### config.mk
export PLATFORM = sky130hd
export DESIGN_NAME = alu_result_writeback
export DESIGN_NICKNAME = d
export VERILOG_FILES = /design/src/rtl/alu_result_writeback_pkg.sv /design/src/rtl/alu_result_writeback_fp32_to_q15_seq.sv /design/src/rtl/alu_result_writeback.sv
export SDC_FILE = /design/constraint.sdc
export NUM_CORES = 1
export LEC_CHECK = 0
export ABC_AREA = 0
export CORE_UTILIZATION = 46
export CTS_BUF_LIST = sky130_fd_sc_hd__clkbuf_4 sky130_fd_sc_hd__clkbuf_8
export DETAILED_ROUTE_END_ITERATION = 8
export PLACE_DENSITY = 0.69
export REMOVE_ABC_BUFFERS = 1
export SETUP_SLACK_MARGIN = 0.3
export SLEW_MARGIN = 20
export SYNTH_ARGS = -nofsm -noshare
export SYNTH_HDL_FRONTEND = slang
export SYNTH_SLANG_ARGS = --single-unit
### constraint.sdc
create_clock -name clk -period 4.7 [get_ports clk]
set_clock_uncertainty 0.2 [all_clocks]
set_input_delay 1.41 -clock clk [delete_from_list [all_inputs] [get_ports clk]]
set_output_delay 1.41 -clock clk [all_outputs]
set_load 0.01 [all_outputs]
### src/rtl/alu_result_writeback_pkg.sv
// Shared encodings and fp32 <-> Q15 constants for the ALU write-back and operand paths.
// Q15 here means a 64-bit signed integer whose value is integer / 2^15.
package alu_wb_pkg;

  typedef enum logic [1:0] {
    DST_NONE = 2'b00,
    DST_GPR  = 2'b01,
    DST_XMM  = 2'b10,
    DST_PC   = 2'b11
  } dst_e;

  localparam int          Q15_FRAC_BITS     = 15;
  // fp32 mantissa carries 23 fraction bits; Q15 wants 15, hence 127 + 8.
  localparam logic [7:0]  FP32_BIAS_Q15     = 8'd135;
  localparam logic [63:0] Q15_SAT_POS       = 64'h7FFF_FFFF_FFFF_FFFF;
  localparam logic [63:0] Q15_SAT_NEG       = 64'h8000_0000_0000_0000;
  localparam logic [7:0]  EXP_UNDERFLOW_MAX = 8'd111;
  localparam logic [7:0]  EXP_OVERFLOW_MIN  = 8'd175;
  localparam logic [7:0]  FP32_EXP_SPECIAL  = 8'hFF;

  typedef enum logic [1:0] {
    WB_IDLE,
    WB_SHIFT,
    WB_DONE
  } wb_state_e;

  typedef enum logic [1:0] {
    FP_ZERO,
    FP_SAT,
    FP_SHIFT
  } fp_kind_e;

  typedef struct packed {
    fp_kind_e   kind;
    logic       left;
    logic [6:0] amount;
  } fp_class_t;

  // Sorts an fp32 word into flush-to-zero, saturate, or a shift of the mantissa.
  function automatic fp_class_t fp32_classify(input logic [31:0] f);
    fp_class_t c;
    logic [7:0] e;
    e        = f[30:23];
    c.kind   = FP_SHIFT;
    c.left   = (e >= FP32_BIAS_Q15);
    c.amount = c.left ? 7'(e - FP32_BIAS_Q15) : 7'(FP32_BIAS_Q15 - e);
    if (e == 8'd0) begin
      c.kind = FP_ZERO;
    end else if (e == FP32_EXP_SPECIAL) begin
      c.kind = (f[22:0] != 23'd0) ? FP_ZERO : FP_SAT;
    end else if (e >= EXP_OVERFLOW_MIN) begin
      c.kind = FP_SAT;
    end else if (e <= EXP_UNDERFLOW_MAX) begin
      c.kind = FP_ZERO;
    end
    return c;
  endfunction

  function automatic logic fp32_needs_shift(input logic [31:0] f);
    fp_class_t c;
    c = fp32_classify(f);
    return (c.kind == FP_SHIFT) && (c.amount != 7'd0);
  endfunction

  function automatic logic [63:0] q15_apply_sign(input logic s, input logic [63:0] mag);
    return s ? (~mag + 64'd1) : mag;
  endfunction

endpackage

### src/rtl/alu_result_writeback_fp32_to_q15_seq.sv
// Multi-cycle fp32 -> signed 64-bit Q15 converter with an iterative barrel shifter.
// Specials and zero-shift values finish on the start edge; others shift SHIFT_STEP bits per cycle.
module fp32_to_q15_seq
  import alu_wb_pkg::*;
#(
  parameter int SHIFT_STEP = 8
) (
  input  logic        clk,
  input  logic        reset,
  input  logic        start,
  input  logic [31:0] fp32,
  output logic        finishing,
  output logic        done,
  output logic [63:0] q15
);

  localparam logic [6:0] STEP_W = 7'(SHIFT_STEP);

  logic        active_reg;
  logic        left_reg;
  logic        sign_reg;
  logic [6:0]  rem_reg;
  logic [63:0] mag_reg;
  logic        done_reg;
  logic [63:0] q15_reg;

  fp_class_t   start_class;
  logic [6:0]  step;
  logic [63:0] mag_next;
  logic [63:0] start_mag;

  assign start_class = fp32_classify(fp32);
  assign start_mag   = {40'd0, 1'b1, fp32[22:0]};
  assign step        = (rem_reg < STEP_W) ? rem_reg : STEP_W;
  assign mag_next    = left_reg ? (mag_reg << step) : (mag_reg >> step);
  // High in the last SHIFT cycle so the owner can move to DONE on the same edge.
  assign finishing   = active_reg && (rem_reg <= STEP_W);

  always_ff @(posedge clk) begin
    if (reset) begin
      active_reg <= 1'b0;
      left_reg   <= 1'b0;
      sign_reg   <= 1'b0;
      rem_reg    <= 7'd0;
      mag_reg    <= 64'd0;
      done_reg   <= 1'b0;
      q15_reg    <= 64'd0;
    end else begin
      done_reg <= 1'b0;
      if (start) begin
        sign_reg <= fp32[31];
        case (start_class.kind)
          FP_ZERO: begin
            done_reg <= 1'b1;
            q15_reg  <= 64'd0;
          end
          FP_SAT: begin
            done_reg <= 1'b1;
            q15_reg  <= fp32[31] ? Q15_SAT_NEG : Q15_SAT_POS;
          end
          default: begin
            if (start_class.amount == 7'd0) begin
              done_reg <= 1'b1;
              q15_reg  <= q15_apply_sign(fp32[31], start_mag);
            end else begin
              active_reg <= 1'b1;
              left_reg   <= start_class.left;
              rem_reg    <= start_class.amount;
              mag_reg    <= start_mag;
            end
          end
        endcase
      end else if (active_reg) begin
        mag_reg <= mag_next;
        rem_reg <= rem_reg - step;
        if (finishing) begin
          active_reg <= 1'b0;
          done_reg   <= 1'b1;
          q15_reg    <= q15_apply_sign(sign_reg, mag_next);
        end
      end
    end
  end

  assign done = done_reg;
  assign q15  = q15_reg;

endmodule

### src/rtl/alu_result_writeback.sv
// ALU write-back: routes a result to GPR, PC redirect or XMM (fp32 converted to Q15).
// Single-entry handshake: one result in flight, accepted only in IDLE.
module alu_result_writeback
  import alu_wb_pkg::*;
#(
  parameter int SHIFT_STEP = 8
) (
  input  logic        clk,
  input  logic        reset,
  input  logic        in_valid,
  output logic        in_ready,
  input  logic [1:0]  dst,
  input  logic [31:0] result,
  output logic        gpr_wr_en,
  output logic [31:0] gpr_wr_data,
  output logic        pc_wr_en,
  output logic [31:0] pc_wr_data,
  output logic        xmm_wr_en,
  output logic [63:0] xmm_wr_data,
  output logic        busy
);

  wb_state_e   state_reg;
  logic        gpr_wr_en_reg;
  logic [31:0] gpr_wr_data_reg;
  logic        pc_wr_en_reg;
  logic [31:0] pc_wr_data_reg;

  logic        accept;
  logic        conv_start;
  logic        conv_finishing;

  assign accept     = in_valid && (state_reg == WB_IDLE);
  assign conv_start = accept && (dst == DST_XMM);

  fp32_to_q15_seq #(
    .SHIFT_STEP(SHIFT_STEP)
  ) u_conv (
    .clk      (clk),
    .reset    (reset),
    .start    (conv_start),
    .fp32     (result),
    .finishing(conv_finishing),
    .done     (xmm_wr_en),
    .q15      (xmm_wr_data)
  );

  always_ff @(posedge clk) begin
    if (reset) begin
      state_reg       <= WB_IDLE;
      gpr_wr_en_reg   <= 1'b0;
      gpr_wr_data_reg <= 32'd0;
      pc_wr_en_reg    <= 1'b0;
      pc_wr_data_reg  <= 32'd0;
    end else begin
      case (state_reg)
        WB_IDLE: begin
          if (accept) begin
            state_reg <= WB_DONE;
            case (dst)
              DST_GPR: begin
                gpr_wr_en_reg   <= 1'b1;
                gpr_wr_data_reg <= result;
              end
              DST_PC: begin
                pc_wr_en_reg   <= 1'b1;
                pc_wr_data_reg <= result;
              end
              DST_XMM: begin
                if (fp32_needs_shift(result)) begin
                  state_reg <= WB_SHIFT;
                end
              end
              default: ;
            endcase
          end
        end
        WB_SHIFT: begin
          if (conv_finishing) begin
            state_reg <= WB_DONE;
          end
        end
        default: begin
          gpr_wr_en_reg <= 1'b0;
          pc_wr_en_reg  <= 1'b0;
          state_reg     <= WB_IDLE;
        end
      endcase
    end
  end

  assign in_ready    = (state_reg == WB_IDLE);
  assign busy        = (state_reg != WB_IDLE);
  assign gpr_wr_en   = gpr_wr_en_reg;
  assign gpr_wr_data = gpr_wr_data_reg;
  assign pc_wr_en    = pc_wr_en_reg;
  assign pc_wr_data  = pc_wr_data_reg;

endmodule

# Word level (Yosys, flattened, before mapping)
# Cells that the tools add are included.
dict set report word_totals {
  ff_bits 207
  out_inout_bits 133
  elab_cells 115
}
dict set report classes {
  n_addsub 5
  n_lt_le_gt_ge 5
  eq_ne 14
  shifts 2
  n_mux 49
  bitwise 5
  reduce_logical 23
}
# cell n
set op_table {}
lappend op_table {{$mux 64} 12}
lappend op_table {{$add 64x1->64 const B} 2}
lappend op_table {{$pmux 64 s2} 1}
lappend op_table {{$not 24->64} 1}
lappend op_table {{$not 64->64} 1}
lappend op_table {{$shl 64x7->64} 1}
lappend op_table {{$shr 64x7->64} 1}
lappend op_table {{$mux 7} 6}
lappend op_table {{$mux 2} 12}
lappend op_table {{$reduce_bool 23->1} 1}
lappend op_table {{$reduce_and 3->1} 7}
lappend op_table {{$ge 8x8->1 const B} 2}
lappend op_table {{$mux 1} 15}
lappend op_table {{$eq 8x8->1 const B} 1}
lappend op_table {{$le 8x7->1 const B} 1}
lappend op_table {{$logic_not 8->1} 1}
lappend op_table {{$le 7x4->1 const B} 1}
lappend op_table {{$logic_not 7->1} 1}
lappend op_table {{$lt 7x4->1 const B} 1}
lappend op_table {{$reduce_bool 7->1} 1}
lappend op_table {{$sub 3x7->7 const A} 1}
lappend op_table {{$sub 7x3->7 const B} 1}
lappend op_table {{$sub 7x7->7} 1}
lappend op_table {{$eq 2x1->1 const B} 3}
lappend op_table {{12 further kinds} 28}

# Longest topological paths before layout
dict set report depth {
  word_depth 15
  depth_mapped 20
}

# Modules after synthesis
# From an unflattened synthesis, not the netlist that was laid out.
dict set report hier_totals {
  cells_unflattened 2439
  area_unflattened_um2 17377.9
}
# module n_inst cells_per_inst area_per_inst_um2 seq_area_each_um2
set by_module_without_submodules {}
lappend by_module_without_submodules {fp32_to_q15_seq 1 2124 14797.9 2782.7}
lappend by_module_without_submodules {alu_result_writeback 1 315 2580.0 1361.3}

# Worst setup path after synthesis
# Ideal clock, no wire load.
dict set report synth_timing {
  path_type {input-to-reg}
  start {input result[26]}
  end {register u_conv.q15_reg[26] (netlist: u_conv.q15[26])}
  setup_ns 0.132
  t_arrival_ns 4.043
  required_ns 4.368
  path_slack_ns 0.324
  path_stages 12
  path_buffers 3
  path_cell_list {clkbuf_1 -> inv_1 -> ha_1 -> xnor2_1 -> a31oi_1 -> a211o_1 -> o21ai_0 -> nand3_1 -> a31oi_1 -> clkbuf_1 -> clkbuf_1 -> a21oi_1}
}
dict set report synth_via {
  elab_chain_cells 8
}
# item line
set synth_rtl {}
lappend synth_rtl {{start, declared} alu_result_writeback.sv:13} ;# input logic [31:0] result,
lappend synth_rtl {{$le 8x7->1} alu_result_writeback_pkg.sv:53} ;# end else if (e <= EXP_UNDERFLOW_MAX) begin
lappend synth_rtl {{$mux 2} alu_result_writeback_pkg.sv:53}
lappend synth_rtl {{$mux 2} alu_result_writeback_pkg.sv:51} ;# end else if (e >= EXP_OVERFLOW_MIN) begin
lappend synth_rtl {{$mux 2 (2 in series)} --}
lappend synth_rtl {{$eq 2x1->1 / $logic_not 2->1 (equally long branches)} alu_result_writeback_fp32_to_q15_seq.sv:52} ;# case (start_class.kind)
lappend synth_rtl {{$ne 4x1->1 (no line) / $pmux 64 s2 (equally long branches)} --}
lappend synth_rtl {{$reduce_and 3->1 (no line) / $mux 64 (equally long branches)} --}
lappend synth_rtl {{end signal, assigned} alu_result_writeback_fp32_to_q15_seq.sv:59} ;# q15_reg <= fp32[31] ? Q15_SAT_NEG : Q15_SAT_POS;
lappend synth_rtl {{end signal, assigned} alu_result_writeback_fp32_to_q15_seq.sv:64} ;# q15_reg <= q15_apply_sign(fp32[31], start_mag);
lappend synth_rtl {{end signal, assigned} alu_result_writeback_fp32_to_q15_seq.sv:79} ;# q15_reg <= q15_apply_sign(sign_reg, mag_next);
lappend synth_rtl {{end, declared} alu_result_writeback_fp32_to_q15_seq.sv:25} ;# logic [63:0] q15_reg;
# Several ways; a longest one is shown, not always the timed one.
# A chain may end at the register's enable or synchronous reset.

# Worst setup path after layout
dict set report layout_timing {
  start {register u_conv.rem_reg[2]}
  end {register u_conv.q15_reg[61] (netlist: u_conv.q15[61])}
}
dict set report layout_via {
  elab_chain_cells 10
}
# item line
set layout_rtl {}
lappend layout_rtl {{start, declared} alu_result_writeback_fp32_to_q15_seq.sv:22} ;# logic [6:0] rem_reg;
lappend layout_rtl {{start signal, assigned} alu_result_writeback_fp32_to_q15_seq.sv:68} ;# rem_reg <= start_class.amount;
lappend layout_rtl {{start signal, assigned} alu_result_writeback_fp32_to_q15_seq.sv:75} ;# rem_reg <= rem_reg - step;
lappend layout_rtl {{$lt 7x4->1} alu_result_writeback_fp32_to_q15_seq.sv:34} ;# assign step = (rem_reg < STEP_W) ? rem_reg : STEP_W;
lappend layout_rtl {{$mux 7} alu_result_writeback_fp32_to_q15_seq.sv:34}
lappend layout_rtl {{$shr 64x7->64 / $shl 64x7->64 (equally long branches)} alu_result_writeback_fp32_to_q15_seq.sv:35} ;# assign mag_next = left_reg ? (mag_reg << step) : (mag_reg >> step);
lappend layout_rtl {{$mux 64} alu_result_writeback_fp32_to_q15_seq.sv:35}
lappend layout_rtl {{$not 64->64} alu_result_writeback_pkg.sv:66} ;# return s ? (~mag + 64'd1) : mag;
lappend layout_rtl {{$add 64x1->64} alu_result_writeback_pkg.sv:66}
lappend layout_rtl {{$mux 64} alu_result_writeback_pkg.sv:66}
lappend layout_rtl {{$mux 64} alu_result_writeback_fp32_to_q15_seq.sv:76} ;# if (finishing) begin
lappend layout_rtl {{$mux 64} alu_result_writeback_fp32_to_q15_seq.sv:73} ;# end else if (active_reg) begin
lappend layout_rtl {{$mux 64} alu_result_writeback_fp32_to_q15_seq.sv:50} ;# if (start) begin
# Several ways; a longest one is shown, not always the timed one. The select of a mux whose other input is x is not followed.

==> results.txt <==
----------------------------------------------------
[Synthesis]
  Post-Syn Area ... 17200 sq um
  Sequential-to-total area share from yosys stat ... 24.1%
  Number of enable flip-flop cells after synthesis ... 0
  Most used DFF post-synth ... dfxtp_1
  Share of Yosys cell area claimed by the top area cell type ... 24.1%
  Mean Syn Cell Area ... 6.98 sq um
  Cell count after synthesis ... 2462
  Async S/R FF share, synth ... 0%
  Number of synthesized register bits ... 207
  Most area-consuming cells after synthesis ... dfxtp_1, nand2_1, a21oi_1
  Distinct cells, synth ... 96
  Leading area contributor after synthesis ... dfxtp_1
  Yosys warnings ... 0

[Timing]
  Setup violators final ... 0
  Max-slew headroom at the worst pin ... 28.7%
  Crit path time final ... 4.39 ns
  Final count of hold timing violations ... 0
  Fmax ... 0.228 GHz
  Worst-margin pin slew ... 1.04 ns
  Unrepaired setup endpoints after global routing ... yes
  Fin Hold WS ... 0.256 ns
  Final cycle utilization of the critical path ... 93.4%
  Final Max Slew Viols ... 0

[Setup path]
  CP max stage cell ... dfxtp_1
  Reg-to-Reg End ... u_conv.q15[61]
  Setup slack of the most critical reg-to-reg path ... 0.31 ns
  Crit path capture ... u_conv.q15[61]
  Startpoint type of the worst setup path ... flip-flop
  Cell occurring most often along the worst timing path ... buf_4
  Startpoint of the worst setup timing path ... u_conv.rem_reg[2]
  Worst setup path category ... flip-flop to flip-flop
  Largest incremental delay on the critical path ... 0.47 ns
  Critical path data arrival time ... 4.72 ns
  Endpoint kind of the worst setup timing path ... flip-flop
  Critical register-to-register path startpoint ... u_conv.rem_reg[2]
  Crit path max fanout ... 12
  Cell-by-cell trace of the critical path ... buf_4 -> clkinv_1 -> nand2_1 -> buf_4 -> buf_4 -> o31ai_1 -> a211oi_1 -> and4bb_2 -> nand4b_1 -> buf_4 -> nor4_2 -> and4bb_2 -> mux2_1 -> o21ai_1
  Endpoint required time on the critical path ... 5.03 ns
  Worst Reg-to-Reg Cells ... 14

[Drt]
  Residual antenna-violating net count after detailed routing ... 0
  Post-DR vias/cell ... 6.90
  Count of routing violations after the opening detailed-route iteration ... 2669
  Overall via count from detail_route ... 22.1k
  Final wirelength ... 85.1 mm
  First drt pass iteration count ... 6
  Average detailed-routed wire length per instance ... 26.6 um
  DRC ... 0

[Cells and area]
  Number of filler cells placed in the layout ... 3398
  Reg area ... 4150 sq um
  Post-layout instance count excluding filler cells ... 3200
  Share of post-route cells with drive strength above 1 ... 16.6%
  Signed area change from the synthesized netlist to the final layout ... 27.8%
  Most common library cell in the layout ignoring fill and taps ... nand2_1
  Combined area of the multi-input logic cells ... 12200 sq um
  Net count, final ... 2746
  Antenna cells ... 0
  Highest-count cells in the layout ignoring fill and taps ... nand2_1, a21oi_1, buf_4, nor2_1, dfxtp_1

[Flow run]
  Count of max-cap constraint violations ... 0

[Placement]
  Count of buffers from port buffering ... 169
  Placed cell count ... 3113
  Gp weighted congestion ... 1.03
  HPWL after detailed placement ... 60.7 mm

[CTS]
  Root buffer cell ... clkbuf_8
  Clock buffer count from CTS ... 41
  Clk Latency, worst-skew pair ... 0.63 ns
  Max Buffers Root-to-Sink ... 3
  Clock-pin transition on the worst setup and hold timing paths ... 0.06 ns
  Number of hold buffers added after cts ... 0
  Depth of the CTS H-tree ... 2
  Clock sink count ... 207
  Clock tree from TritonCTS ... done

[Run status]
  Run status ... complete, no violations

[GRT]
  Largest net degree at the start of global routing ... 118
  Vias in the first global route ... 20.9k
  Leftover overflow at the end of global routing ... 0
  Overall fraction of global-route tracks in use ... 43.0%
  First-pass GRT wire length ... 127 mm
  Number of antenna violations at the first check in global routing ... 0

[Floorplanning]
  Placeable core region ... 36700 sq um
  I/O pin cnt ... 170
  Number of placement rows ... 70
  Die ar. ... 38100 sq um
  Initial core utilization ... 46.8%
  Height of the die ... 195 um
  Chip Width ... 195 um

[Power and ir drop]
  Leakage power ... 7.93 nW
  VDD IR max ... 0.241 mV
  Power density of the placed cells ... 245 nW/um^2

[Hold path]
  Worst Hold Class ... flip-flop to flip-flop

----------------------------------------------------
## synthesized netlist by cell type, types with 15 or more instances
cell	number
nor2_1	241
dfxtp_1	207
o211ai_1	27
clkbuf_1	190
nor4_1	18
o22ai_1	31
and3b_1	72
a32oi_1	32
buf_2	23
xnor2_1	50
o21ai_1	15
nand3_1	50
a211oi_1	63
o31ai_1	24
a21oi_1	249
a2111oi_0	23
nor3_1	81
o21ai_0	211
a221oi_1	31
a31oi_1	32
mux2i_1	25
inv_1	28
a22oi_1	88
nand2_1	337
## worst max-delay path, delay by kind of cell (launching register included)
family	cells	cell delay, ns
buf+inv	5	1.22
flops	1	0.47
compound gates	3	0.66
simple gates	5	1.42
mux	1	0.33
## how the worst min path moves through the flow
stage,from,end,cells after the start
floorplan,u_conv.mag_reg[29],u_conv.mag_reg[29],2
global placement,pc_wr_data[20],pc_wr_data[20],2
detailed placement,pc_wr_data[22],pc_wr_data[22],2
CTS,gpr_wr_data[0],gpr_wr_data[0],2
global route,gpr_wr_data[12],gpr_wr_data[12],2
finish,gpr_wr_data[0],gpr_wr_data[0],2
## timing repair
| item | CTS | global route |
|---|---|---|
| cloned | 0 | 3 |
| setup endpoints to repair | 21 | 40 |
| buffers inserted | 1 | 11 |
| pin swaps | 1 | 15 |
| resized for setup | 10 | 70 |
## per-stage QoR
step	total power [W]	worst slack [ns]	area [sq um]	utilization [%]	TNS, ns
floorplan	0.00261	-2.86	16100	-	-256.94
global placement	0.00337	-0.0874	20700	56.4	-0.425
detailed placement	0.00339	-0.118	20700	56.4	-0.586
CTS	0.00532	0.300	21600	58.8	0
global route	0.00558	0.260	22000	59.9	0
finish	0.00539	0.310	22000	59.9	0
## per-layer routing
| metal | vias up | GRT usage (%) | routed length [um] | share of wire, % |
|---|---|---|---|---|
| met5 | - | 0 | 0 | 0 |
| met4 | 0 | 30.0 | 6970 | 8.2 |
| met3 | 408 | 11.7 | 8990 | 11 |
| met2 | 1480 | 68.5 | 37900 | 44 |
| met1 | 10502 | 50.3 | 31300 | 37 |
| li1 | 9701 | - | - | - |
## kinds of logic after synthesis
kind of cell             synth area share [%]
multiplexers                             1.78
XOR/XNOR                                 3.21
flip-flops                               24.1
other                                  0.0218
AND/OR/NAND/NOR                          26.9
buffers and inverters                    6.82
adder cells (fa/ha/maj)                 0.437
AO/OA/AOI/OAI                            36.7
## area by class of cell
type | count | area share (%)
clock buffer | 63 | 3.52
timing repair buffer | 440 | 18.6
inverter | 29 | 0.496
multi-input combinational | 1984 | 55.6
clock inverter | 9 | 0.268
tap | 468 | 2.67
sequential | 207 | 18.9
## report_power, final
group | total, W | switching [W] | leakage (nW) | internal, W
clock | 0.00193 | 0.000882 | 0.440 | 0.00105
combinational | 0.00159 | 0.000950 | 5.81 | 0.000644
sequential | 0.00186 | 0.0000447 | 1.68 | 0.00181
total | 0.00539 | 0.00188 | 7.93 | 0.00351
Power figures use the tool's default switching activity.
